File: config.mk
export PLATFORM = sky130hd
export DESIGN_NAME = spi_cfg_arbiter
export DESIGN_NICKNAME = d
export VERILOG_FILES = /design/src/rtl/spi_cfg_arbiter.sv
export SDC_FILE = /design/constraint.sdc
export NUM_CORES = 1
export LEC_CHECK = 0
export CAP_MARGIN = 20
export CORE_UTILIZATION = 33
export DETAILED_ROUTE_END_ITERATION = 12
export PLACE_DENSITY = 0.59
export SLEW_MARGIN = 0
export SYNTH_ARGS = -nofsm -noshare
export SYNTH_HDL_FRONTEND = slang
export SYNTH_SLANG_ARGS = --single-unit
File: constraint.sdc
create_clock -name iclk -period 3.3 [get_ports iclk]
set_clock_uncertainty 0.05 [all_clocks]
set_input_delay 0.495 -clock iclk [delete_from_list [all_inputs] [get_ports iclk]]
set_output_delay 0.495 -clock iclk [all_outputs]
set_load 0.01 [all_outputs]
File: src/rtl/spi_cfg_arbiter.sv
// spi_cfg_arbiter: gives the SPI transaction path and the internal master shared
// access to the configuration/status register bank. SPI requests wait in a small
// FIFO because the SPI side cannot stall; the internal master uses valid/ready.
// Each access takes three cycles (grant, bank strobe, response capture), and
// requests that are both pending are served in strict alternation.
module spi_cfg_arbiter #(
  parameter int NUM_REGS       = 60,
  parameter int WR_LO          = 1,
  parameter int WR_HI          = 3,
  parameter int SPI_FIFO_DEPTH = 2
) (
  input  logic       iclk,
  input  logic       rstn,
  input  logic       spi_req_valid,
  input  logic       spi_req_we,
  input  logic [7:0] spi_req_addr,
  input  logic [7:0] spi_req_data,
  output logic       spi_rsp_valid,
  output logic [7:0] spi_rsp_data,
  output logic       spi_rsp_err,
  output logic       spi_ovf,
  input  logic       ovf_clr,
  input  logic       int_req_valid,
  output logic       int_req_ready,
  input  logic       int_req_we,
  input  logic [7:0] int_req_addr,
  input  logic [7:0] int_req_data,
  output logic       int_rsp_valid,
  output logic [7:0] int_rsp_data,
  output logic       int_rsp_err,
  output logic [7:0] reg_addr,
  output logic       reg_wr_en,
  output logic [7:0] reg_wr_data,
  output logic       reg_rd_en,
  input  logic [7:0] reg_rd_data
);

  localparam int AW = $clog2(SPI_FIFO_DEPTH);

  typedef enum logic [1:0] {IDLE, EXEC, CAPT} state_t;

  state_t      state, state_nxt;

  logic [16:0] fifo_mem [SPI_FIFO_DEPTH];
  logic [AW:0] wr_ptr, rd_ptr;
  logic        fifo_empty, fifo_full, fifo_push, fifo_pop, ovf_set;
  logic [16:0] fifo_head;

  logic        last_int;
  logic        grant_spi, grant_int, grant;
  logic        sel_we, sel_err;
  logic [7:0]  sel_addr, sel_data;

  logic        lat_int, lat_we, lat_err;
  logic [7:0]  lat_data;
  logic [7:0]  rsp_value;

  // Map legality: writes only inside [WR_LO, WR_HI]; reads anywhere except the
  // reserved address 0 and beyond the decoded range. No upper-bit aliasing.
  function automatic logic access_err(input logic we, input logic [7:0] addr);
    if (we)
      return ({1'b0, addr} < 9'(WR_LO)) || ({1'b0, addr} > 9'(WR_HI));
    else
      return (addr == 8'd0) || ({1'b0, addr} >= 9'(NUM_REGS));
  endfunction

  // Writes echo their data whether or not they were legal; bad reads return 0.
  function automatic logic [7:0] resp_data(input logic we, input logic err,
                                           input logic [7:0] wdata,
                                           input logic [7:0] rdata);
    if (we)       return wdata;
    else if (err) return 8'd0;
    else          return rdata;
  endfunction

  assign fifo_empty = (wr_ptr == rd_ptr);
  assign fifo_full  = (wr_ptr[AW] != rd_ptr[AW]) &&
                      (wr_ptr[AW-1:0] == rd_ptr[AW-1:0]);
  assign fifo_head  = fifo_mem[rd_ptr[AW-1:0]];

  // Next-state and round-robin grant; the loser of the last tie wins the next.
  always_comb begin
    state_nxt = state;
    grant_spi = 1'b0;
    grant_int = 1'b0;
    case (state)
      IDLE: begin
        grant_spi = !fifo_empty && (!int_req_valid || last_int);
        grant_int = int_req_valid && (fifo_empty || !last_int);
        if (grant_spi || grant_int) state_nxt = EXEC;
      end
      EXEC:    state_nxt = CAPT;
      CAPT:    state_nxt = IDLE;
      default: state_nxt = IDLE;
    endcase
  end

  assign grant         = grant_spi || grant_int;
  assign int_req_ready = grant_int;
  assign sel_we        = grant_spi ? fifo_head[16]    : int_req_we;
  assign sel_addr      = grant_spi ? fifo_head[15:8]  : int_req_addr;
  assign sel_data      = grant_spi ? fifo_head[7:0]   : int_req_data;
  assign sel_err       = access_err(sel_we, sel_addr);

  // A full FIFO still accepts a push when the head leaves in the same cycle.
  assign fifo_pop  = grant_spi;
  assign fifo_push = spi_req_valid && (!fifo_full || fifo_pop);
  assign ovf_set   = spi_req_valid && fifo_full && !fifo_pop;
  assign rsp_value = resp_data(lat_we, lat_err, lat_data, reg_rd_data);

  // FSM state register.
  always_ff @(posedge iclk or negedge rstn) begin
    if (!rstn) state <= IDLE;
    else       state <= state_nxt;
  end

  // FIFO storage and the latched access; only meaningful behind valid state.
  always_ff @(posedge iclk) begin
    if (fifo_push) fifo_mem[wr_ptr[AW-1:0]] <= {spi_req_we, spi_req_addr, spi_req_data};
    if (grant) begin
      lat_int  <= grant_int;
      lat_we   <= sel_we;
      lat_data <= sel_data;
      lat_err  <= sel_err;
    end
  end

  // FIFO pointers, RR pointer and sticky overflow flag.
  always_ff @(posedge iclk or negedge rstn) begin
    if (!rstn) begin
      wr_ptr   <= '0;
      rd_ptr   <= '0;
      last_int <= 1'b1;
      spi_ovf  <= 1'b0;
    end else begin
      if (fifo_push) wr_ptr <= wr_ptr + (AW+1)'(1);
      if (fifo_pop)  rd_ptr <= rd_ptr + (AW+1)'(1);
      if (grant_spi) last_int <= 1'b0;
      if (grant_int) last_int <= 1'b1;
      if (ovf_set)      spi_ovf <= 1'b1;
      else if (ovf_clr) spi_ovf <= 1'b0;
    end
  end

  // Bank strobes on grant, response pulse to the issuing side on capture.
  always_ff @(posedge iclk or negedge rstn) begin
    if (!rstn) begin
      reg_addr      <= 8'd0;
      reg_wr_data   <= 8'd0;
      reg_wr_en     <= 1'b0;
      reg_rd_en     <= 1'b0;
      spi_rsp_valid <= 1'b0;
      spi_rsp_data  <= 8'd0;
      spi_rsp_err   <= 1'b0;
      int_rsp_valid <= 1'b0;
      int_rsp_data  <= 8'd0;
      int_rsp_err   <= 1'b0;
    end else begin
      reg_wr_en     <= 1'b0;
      reg_rd_en     <= 1'b0;
      spi_rsp_valid <= 1'b0;
      int_rsp_valid <= 1'b0;
      if (grant) begin
        reg_addr    <= sel_addr;
        reg_wr_data <= sel_data;
        reg_wr_en   <= sel_we && !sel_err;
        reg_rd_en   <= !sel_we && !sel_err;
      end
      if (state == CAPT) begin
        if (lat_int) begin
          int_rsp_valid <= 1'b1;
          int_rsp_data  <= rsp_value;
          int_rsp_err   <= lat_err;
        end else begin
          spi_rsp_valid <= 1'b1;
          spi_rsp_data  <= rsp_value;
          spi_rsp_err   <= lat_err;
        end
      end
    end
  end

endmodule

---- Yosys cells after proc, flatten, opt, wreduce, memory -nomap -nowiden ----
Memories as Yosys holds them, arrays and structs flattened.
Cells that the tools add are included.
storage, ports and cells
  register bits after elaboration ......... 57
  memory bits (writable) .................. 34
  logic and storage cells ................. 82
  memories kept ........................... 1
memory list
  name      depth  bits a word  rd ports  clocked after Yosys merged registers in  write ports  line  RTL
  fifo_mem  2      17           1         0                                        1            44    logic [16:0] fifo_mem [SPI_FIFO_DEPTH];
operators by class
  $add $sub $neg .......................... 2
  magnitude comparators ................... 3
  equality and inequality tests ........... 6
  mux-type cells .......................... 22
  bitwise operators ....................... 1
  reductions and logical operators ........ 28
operators with widths
  cell                                                               number
  two-way mux 8 bit                                                  4
  two-way mux 1 bit                                                  16
  greater-or-equal comparator 8 x 6 -> 1 bit, second input constant  1
  > comparator 8 x 2 -> 1 bit, second input constant                 1
  logical AND 1 bit                                                  8
  zero test 8 bit                                                    1
  < comparator 8 x 1 -> 1 bit, second input constant                 1
  zero test 1 bit                                                    7
  logical OR 1 bit                                                   7
  adder 2 x 1 -> 2 bit, second input constant                        2
  one-hot mux 2 bit (2 select lines)                                 1
  AND reduction 2 bit                                                2
  nonzero test 2 bit                                                 2
  == test 2 x 1 -> 1 bit, second input constant                      1
  == test 2 bit                                                      1
  == test 2 bit, second input constant                               1
  zero test 2 bit                                                    1
  two-way mux 2 bit                                                  1
  != test 2 bit, second input constant                               1
  == test 1 bit                                                      1
  != test 1 bit                                                      1
  inverter 1 bit                                                     1

---- Depth between registers and ports, before layout ----
Gate-level depths: netlist (run 1).
  depth after elaboration ................. 11
  mapped depth ............................ 6
  mapped depth without buffers ............ 6

---- Worst setup path before layout (run 1) ----
No wires, ideal clock.
  kind .................................... flip-flop to flip-flop
  start ................................... register state[1]
  end ..................................... memory fifo_mem[1][0], enable pin
  arrival ................................. 1.879 ns
  required time ........................... 2.857 ns
  slack ................................... 0.978 ns
  stages on the path, launching flop included .. 5
  cells stage by stage .................... dfrtp_1 nor2_1 a211oi_1 nand2b_1 nor2_1
on the way
  longest elaborated chain between the ends .. 6
RTL lines
  item                                     line  RTL
  start, declared                          42    state_t state, state_nxt;
  start signal, assigned                   114   else state <= state_nxt;
  zero test 2 bit                          86    case (state)
  two-way mux 1 bit                        86
  logical OR 1 bit                         107   assign fifo_push = spi_req_valid && (!fifo_full || fifo_pop);
  logical AND 1 bit                        107
  two-way mux 1 bit                        119   if (fifo_push) fifo_mem[wr_ptr[AW-1:0]] <= {spi_req_we, spi_req_addr, spi_req_data};
  two-way mux 1 bit (not written as such)  119
  end, declared                            44
Every way passes these cells.

---- Worst setup path after layout (run 1) ----
  start ................................... register state[1]
  end ..................................... output port int_req_ready
on the way
  longest elaborated chain between the ends .. 2
RTL lines
  item               line  RTL
  zero test 2 bit    86
  two-way mux 1 bit  86
  end, declared      24    output logic int_req_ready,
Every way passes these cells.

==> impl_metrics.csv, run 1 <==
group,metric,value,unit
yosys,synth_area,0.003702,mm^2
sta,fin_crit_sh,0.8225,
cts,clk_latency,360,ps
yosys,syn_nets,344,
worst_setup_path,criticalPathCategory,"reg2out",
yosys,synth-seq-cells,91,
detailed_routing,via_per_inst,4.847,
placement,hpwl,5784,um
yosys,yosysMostFrequentCell,"nand2_1",
pwr,p_comb_frac,0.431,
pwr,pwr-share-seq,0.412,
layout,area_growth,34.40,%
yosys,synth.top_cell.area_share,0.3650,
cts,cts_setup_buffers,0,
cts,cts_max_level,3,
detailed_routing,drtIter0Drc,102,
global_route,grt_max_degree,47,
pwr,p_leak,1.935,nW
yosys,syn_avg_cell_area,12.47,um^2
layout,nets,438,
sta,final_max_slew_viol_count,0,
worst_setup_path,path_buf_inv,2,
detailed_routing,wl_per_cell,14.91,um
cts,clkTransAtPathRegs,90,ps
placement,port_buffers,86,
pwr,peakVddDrop,0.2993,mV
cts,tritoncts,"built",
layout,drive_above_1_share,0.08333,
pwr,internal_power,3.062,mW
sta,worst_slack,585.8,ps
pwr,power_density,979.7,mW/mm^2
floorplan,initial_core_util,0.3400,
floorplan,die_x,107.9,um
sta,rsz0062_at_grt,"no",
job,maxCapViolCount,0,
cts,clockBufferDepth,2,
yosys,synth_common_cells,"nand2_1, dfrtp_1, edfxtp_1",
sta,finalSetupTns,0,ps
sta,hold_viol,0,
sta,period_needed,2714,ps
pwr,p_sw_frac,0.3719,
floorplan,ios,87,
layout,antenna_cells,0,
yosys,synth_area_leaders,"edfxtp_1, dfrtp_1, nand2_1",
yosys,synth_cell_types,43,
run_status,status,"completed",
detailed_routing,drc,0,
worst_setup_path,crit_chain,"nor2_1, nand3_2, inv_2, clkdlybuf4s50_1",
worst_setup_path,required,2750,ps
yosys,synthFlopType,"edfxtp_1",
detailed_routing,vias,2598,
sta,worst_slew_pin_slew,588.9,ps
yosys,synth-async-reset-ratio,0.5055,
worst_setup_path,path_delay_family,"buffers and inverters",
sta,finalSetupViolations,0,
floorplan,coreArea,0.01089,mm^2
global_route,grt-ovfl-total,0,
min_path,hp-class,"reg2reg",
yosys,yosysSeqAreaShare,0.6762,
worst_setup_path,crit_arrival,2170,ps
yosys,synth-edff-count,45,
global_route,grt_pass1_vias,2529,
worst_setup_path,cp-end-kind,"output pin",
global_route,antenna_found_initial,0,
worst_setup_path,slowest_stage,"clkdlybuf4s50_1",
yosys,ys_warn_count,0,
worst_setup_path,cp-start-kind,"register",
sta,fmax,368.4,MHz
floorplan,die-area,0.01165,mm^2
pwr,p_clk_frac,0.156,
detailed_routing,ant_nets,0,
pwr,power.switching,1.813,mW
worst_setup_path,worstPathMaxFanout,10,
floorplan,fp.dieH,107.9,um
yosys,synth.largest_area_cell,"edfxtp_1",
cts,cts.sinks,91,
placement,place_ws,769.1,ps
cts,cts_buffers,9,
floorplan,num_rows,38,
global_route,grt_pass1_wl,12700,um
cts,cts-root-buf,"clkbuf_8",
detailed_routing,detail_route.first_pass.iterations,4,
placement,place.gp.congestion,0.7831,
yosys,synth_cells,297,
sta,slew_headroom,0.6060,
global_route,grt_use_total,0.1459,
worst_setup_path,slowest_delay,570,ps
detailed_routing,routed_wl,7993,um
[routing by layer]
metal,global-route usage,wire [um],vias to the layer above
met3,0.03390,434,6
met2,0.2335,3724,72
li1,-,-,1278
met1,0.1959,3752,1242
met4,0.04697,81,0
met5,0,0,-
[power groups by stage]
stage | clock (mW) | combinational [mW] | sequential [mW]
2_1_floorplan | 0 | 1.19 | 2.07
3_3_place_gp | 0 | 2.06 | 2.03
3_5_place_dp | 0 | 2.08 | 2.04
4_1_cts | 0.790 | 2.09 | 2.02
5_1_grt | 0.838 | 2.36 | 2.06
6_report | 0.763 | 2.10 | 2.01
[placed cells by master (no fill, tap or decap), types with 2 or more instances in the layout]
| cell | count |
|---|---|
| o31a_1 | 2 |
| nor2b_1 | 2 |
| edfxtp_1 | 45 |
| dfrtp_1 | 45 |
| nand3_1 | 13 |
| inv_6 | 2 |
| mux2i_1 | 7 |
| inv_1 | 4 |
| clkbuf_8 | 9 |
| o211ai_1 | 17 |
| xor2_1 | 2 |
| clkinv_4 | 2 |
| nand2b_1 | 11 |
| nor4_1 | 3 |
| o21ai_1 | 2 |
| nor3b_1 | 3 |
| a21oi_1 | 16 |
| clkdlybuf4s50_1 | 85 |
| o22ai_1 | 3 |
| xnor2_1 | 4 |
| nor2_1 | 15 |
| buf_4 | 6 |
| nand2_1 | 47 |
| a22oi_1 | 13 |
| o21ai_0 | 11 |
[worst register-to-register path, stage by stage (launching register included)]
cell	delay, ps
dfrtp_1	420
nor2_1	490
o211a_1	510
nor2_1	140
a22oi_2	210
o2111ai_1	110
[repair_timing]
item                                   4_1_cts  5_1_grt
resized for setup                            0        0
endpoints found under the hold margin        0        6
hold buffers                                 0        1
[flip-flops by register name, indices dropped and copies added, names as in the netlist]
| name | flops |
|---|---|
| fifo_mem | 34 |
| int_rsp_data | 8 |
| lat_data | 8 |
| reg_addr | 8 |
| reg_wr_data | 8 |
| spi_rsp_data | 8 |
| rd_ptr | 2 |
| state | 2 |
| wr_ptr | 2 |
| int_rsp_err | 1 |
| int_rsp_valid | 1 |
| last_int | 1 |
| lat_err | 1 |
| lat_int | 1 |
| lat_we | 1 |
| reg_rd_en | 1 |
| reg_wr_en | 1 |
| spi_ovf | 1 |
| spi_rsp_err | 1 |
| spi_rsp_valid | 1 |
[path summary, 6_finish.rpt]
path                                  from         endpoint  slack [ps]  cells after the start
setup / recovery                  state[1]    int_req_ready         590                      4
hold reg to reg            int_rsp_data[0]  int_rsp_data[0]         430                      2
min in group asynchronous             rstn      reg_addr[3]         450                      2
setup reg to reg                  state[1]          lat_err        1130                      5
max in group asynchronous             rstn         last_int        2230                      3
hold / removal             int_rsp_data[0]  int_rsp_data[0]         430                      2
[through the flow]
stage / std cells / hold WS (ps) / total power, mW / utilization / cell area [um^2]
finish: 536 / 433.3 / 4.875 / 0.4570 / 4976
floorplan: 297 / 149.4 / 3.260 / - / 3702
detailed placement: 517 / 416.1 / 4.128 / 0.4335 / 4720
global placement: 517 / 401.2 / 4.087 / 0.4335 / 4720
CTS: 533 / 297.1 / 4.899 / 0.4529 / 4931
global route: 536 / 449.0 / 5.257 / 0.4570 / 4976
[kinds of logic after synthesis]
| group | after synthesis | synth area share |
|---|---|---|
| simple gates | 101 | 0.1288 |
| flops | 91 | 0.6762 |
| compound gates | 73 | 0.1335 |
| buf+inv | 17 | 0.02095 |
| mux | 8 | 0.02197 |
| xor+xnor | 7 | 0.01859 |
[area by class of cell]
class / count / area, um^2
Timing Repair Buffer: 95 / 945.9
Multi-Input combinational cell: 189 / 1121
Tap cell: 140 / 175.2
Inverter: 5 / 18.77
Fill cell: 1041 / 5912
Sequential cell: 91 / 2504
Clock inverter: 6 / 62.56
Clock buffer: 10 / 148.9
No activity file was read; power rests on OpenSTA's default activity.
==> run 2, diff against run 1 <==
--- a/config.mk
+++ b/config.mk
@@ -8,7 +8,7 @@
 export CAP_MARGIN = 20
 export CORE_UTILIZATION = 33
 export DETAILED_ROUTE_END_ITERATION = 12
-export PLACE_DENSITY = 0.59
+export PLACE_DENSITY = 0.61
 export SLEW_MARGIN = 0
 export SYNTH_ARGS = -nofsm -noshare
 export SYNTH_HDL_FRONTEND = slang
==> constraint.sdc (replaced) <==
create_clock -name iclk -period 2.26 [get_ports iclk]
set_clock_uncertainty 0.05 [all_clocks]
set_input_delay 0.339 -clock iclk [delete_from_list [all_inputs] [get_ports iclk]]
set_output_delay 0.339 -clock iclk [all_outputs]
set_load 0.01 [all_outputs]
==> impl_metrics.csv, run 2 (synthesized netlist as in run 1, its figures left out) <==
group,metric,value,unit
layout,antenna_cells,0,
layout,final_common_cell,"clkdlybuf4s50_1",
cts,clk_latency,360,ps
placement,place_ws,-199.6,ps
detailed_routing,drtIter0Drc,103,
floorplan,die_x,107.9,um
cts,cts_max_level,3,
placement,port_buffers,86,
layout,layout_common_cells,"clkdlybuf4s50_1, nand2_1, edfxtp_1",
global_route,grt_pass1_vias,2706,
sta,fmax,476.6,MHz
pwr,pwr-share-seq,0.406,
pwr,p_comb_frac,0.439,
min_path,hp-class,"reg2reg",
pwr,p_sw_frac,0.3708,
floorplan,num_rows,38,
sta,worst_slew_pin_slew,616.8,ps
sta,fin_crit_sh,0.9284,
detailed_routing,wl_per_cell,15.38,um
cts,cts.sinks,91,
sta,final_max_slew_viol_count,0,
global_route,antenna_found_initial,0,
floorplan,initial_core_util,0.3400,
sta,period_needed,2098,ps
global_route,grt_pass1_wl,13650,um
job,maxCapViolCount,0,
worst_setup_path,cp-start-kind,"register",
sta,hold_viol,0,
worst_setup_path,criticalPathCategory,"reg2reg",
layout,area_growth,35.62,%
detailed_routing,vias,2690,
cts,clkTransAtPathRegs,90,ps
detailed_routing,ant_nets,0,
cts,clockBufferDepth,2,
worst_setup_path,required,2300,ps
placement,place.gp.congestion,0.8110,
layout,largest_reg_flops,34,
cts,tritoncts,"built",
cts,cts-root-buf,"clkbuf_8",
sta,worst_slack,161.7,ps
sta,rsz0062_at_grt,"no",
global_route,grt_max_degree,47,
layout,nets,443,
sta,finalSetupViolations,0,
pwr,p_clk_frac,0.155,
pwr,peakVddDrop,0.5500,mV
detailed_routing,routed_wl,8323,um
worst_setup_path,crit_arrival,2140,ps
pwr,p_leak,1.958,nW
worst_setup_path,worstPathMaxFanout,32,
cts,cts_buffers,9,
floorplan,fp.dieH,107.9,um
run_status,status,"completed",
global_route,grt-ovfl-total,0,
detailed_routing,detail_route.first_pass.iterations,4,
pwr,power.switching,2.690,mW
detailed_routing,drc,0,
placement,hpwl,5998,um
floorplan,die-area,0.01165,mm^2
sta,slew_headroom,0.5876,
floorplan,ios,87,
worst_setup_path,cp-end-kind,"register",
global_route,grt_use_total,0.1561,
floorplan,coreArea,0.01089,mm^2
pwr,power_density,1445,mW/mm^2
pwr,internal_power,4.564,mW
layout,drive_above_1_share,0.1047,
sta,worst_hold_slack,432.5,ps
pwr,total_power,7.254,mW
detailed_routing,via_per_inst,4.972,
## run 2: final timing paths
kind                            from           to  depth (start not counted)  slack, ps
max in group asynchronous       rstn     last_int                          3       1450
min reg2reg                 state[1]     state[1]                          1        430
min in group asynchronous       rstn  reg_addr[6]                          3        440
max                        rd_ptr[0]      lat_err                          6        160
min                         state[1]     state[1]                          1        430
max reg2reg                rd_ptr[0]      lat_err                          6        160
## run 2: stage by stage
| step | area [um^2] | utilization | std cells | TNS [ps] |
|---|---|---|---|---|
| 2_1_floorplan | 3707 | - | 297 | 0 |
| 3_3_place_gp | 4782 | 0.4392 | 523 | -3819 |
| 3_5_place_dp | 4782 | 0.4392 | 523 | -5874 |
| 4_1_cts | 5016 | 0.4607 | 541 | 0 |
| 5_1_grt | 5021 | 0.4612 | 541 | 0 |
| 6_report | 5021 | 0.4612 | 541 | 0 |
## run 2: critical path, stage by stage, from the launching register on
cell and delay [ps]:
dfrtp_1 400, buf_4 360, nor3b_1 310, o22ai_1 140, a41o_1 210, o21ai_0 230, o2111ai_1 140
## run 2: power by group through the flow
stage          clock (mW)  combinational, mW  sequential (mW)
2_1_floorplan           0               1.75             3.02
3_3_place_gp            0               3.10             2.96
3_5_place_dp            0               3.16             2.98
4_1_cts              1.15               3.21             2.95
5_1_grt              1.23               3.54             3.03
6_report             1.13               3.18             2.94
## run 2: final cells by class
cell class | instances | area [um^2]
Fill cell | 1017 | 5867
Sequential cell | 91 | 2505
Multi-Input combinational cell | 189 | 1147
Timing Repair Buffer | 100 | 974.7
Tap cell | 140 | 175.2
Clock buffer | 10 | 127.6
Clock inverter | 6 | 72.57
Inverter | 5 | 18.77
## run 2: repair_timing
| item | CTS | global route |
|---|---|---|
| setup buffers | 1 | 0 |
| endpoints found under the hold margin | 45 | 0 |
| endpoints found under the setup margin | 8 | 17 |
| hold buffers | 1 | 0 |
| resized for setup | 5 | 1 |
## run 2: layer usage
layer  vias up  track usage  wire [um]
met5         -            0          0
met4         0      0.06751        149
met1      1309       0.1997       3793
met3        11      0.03632        426
met2        81       0.2532       3953
li1       1289            -          -
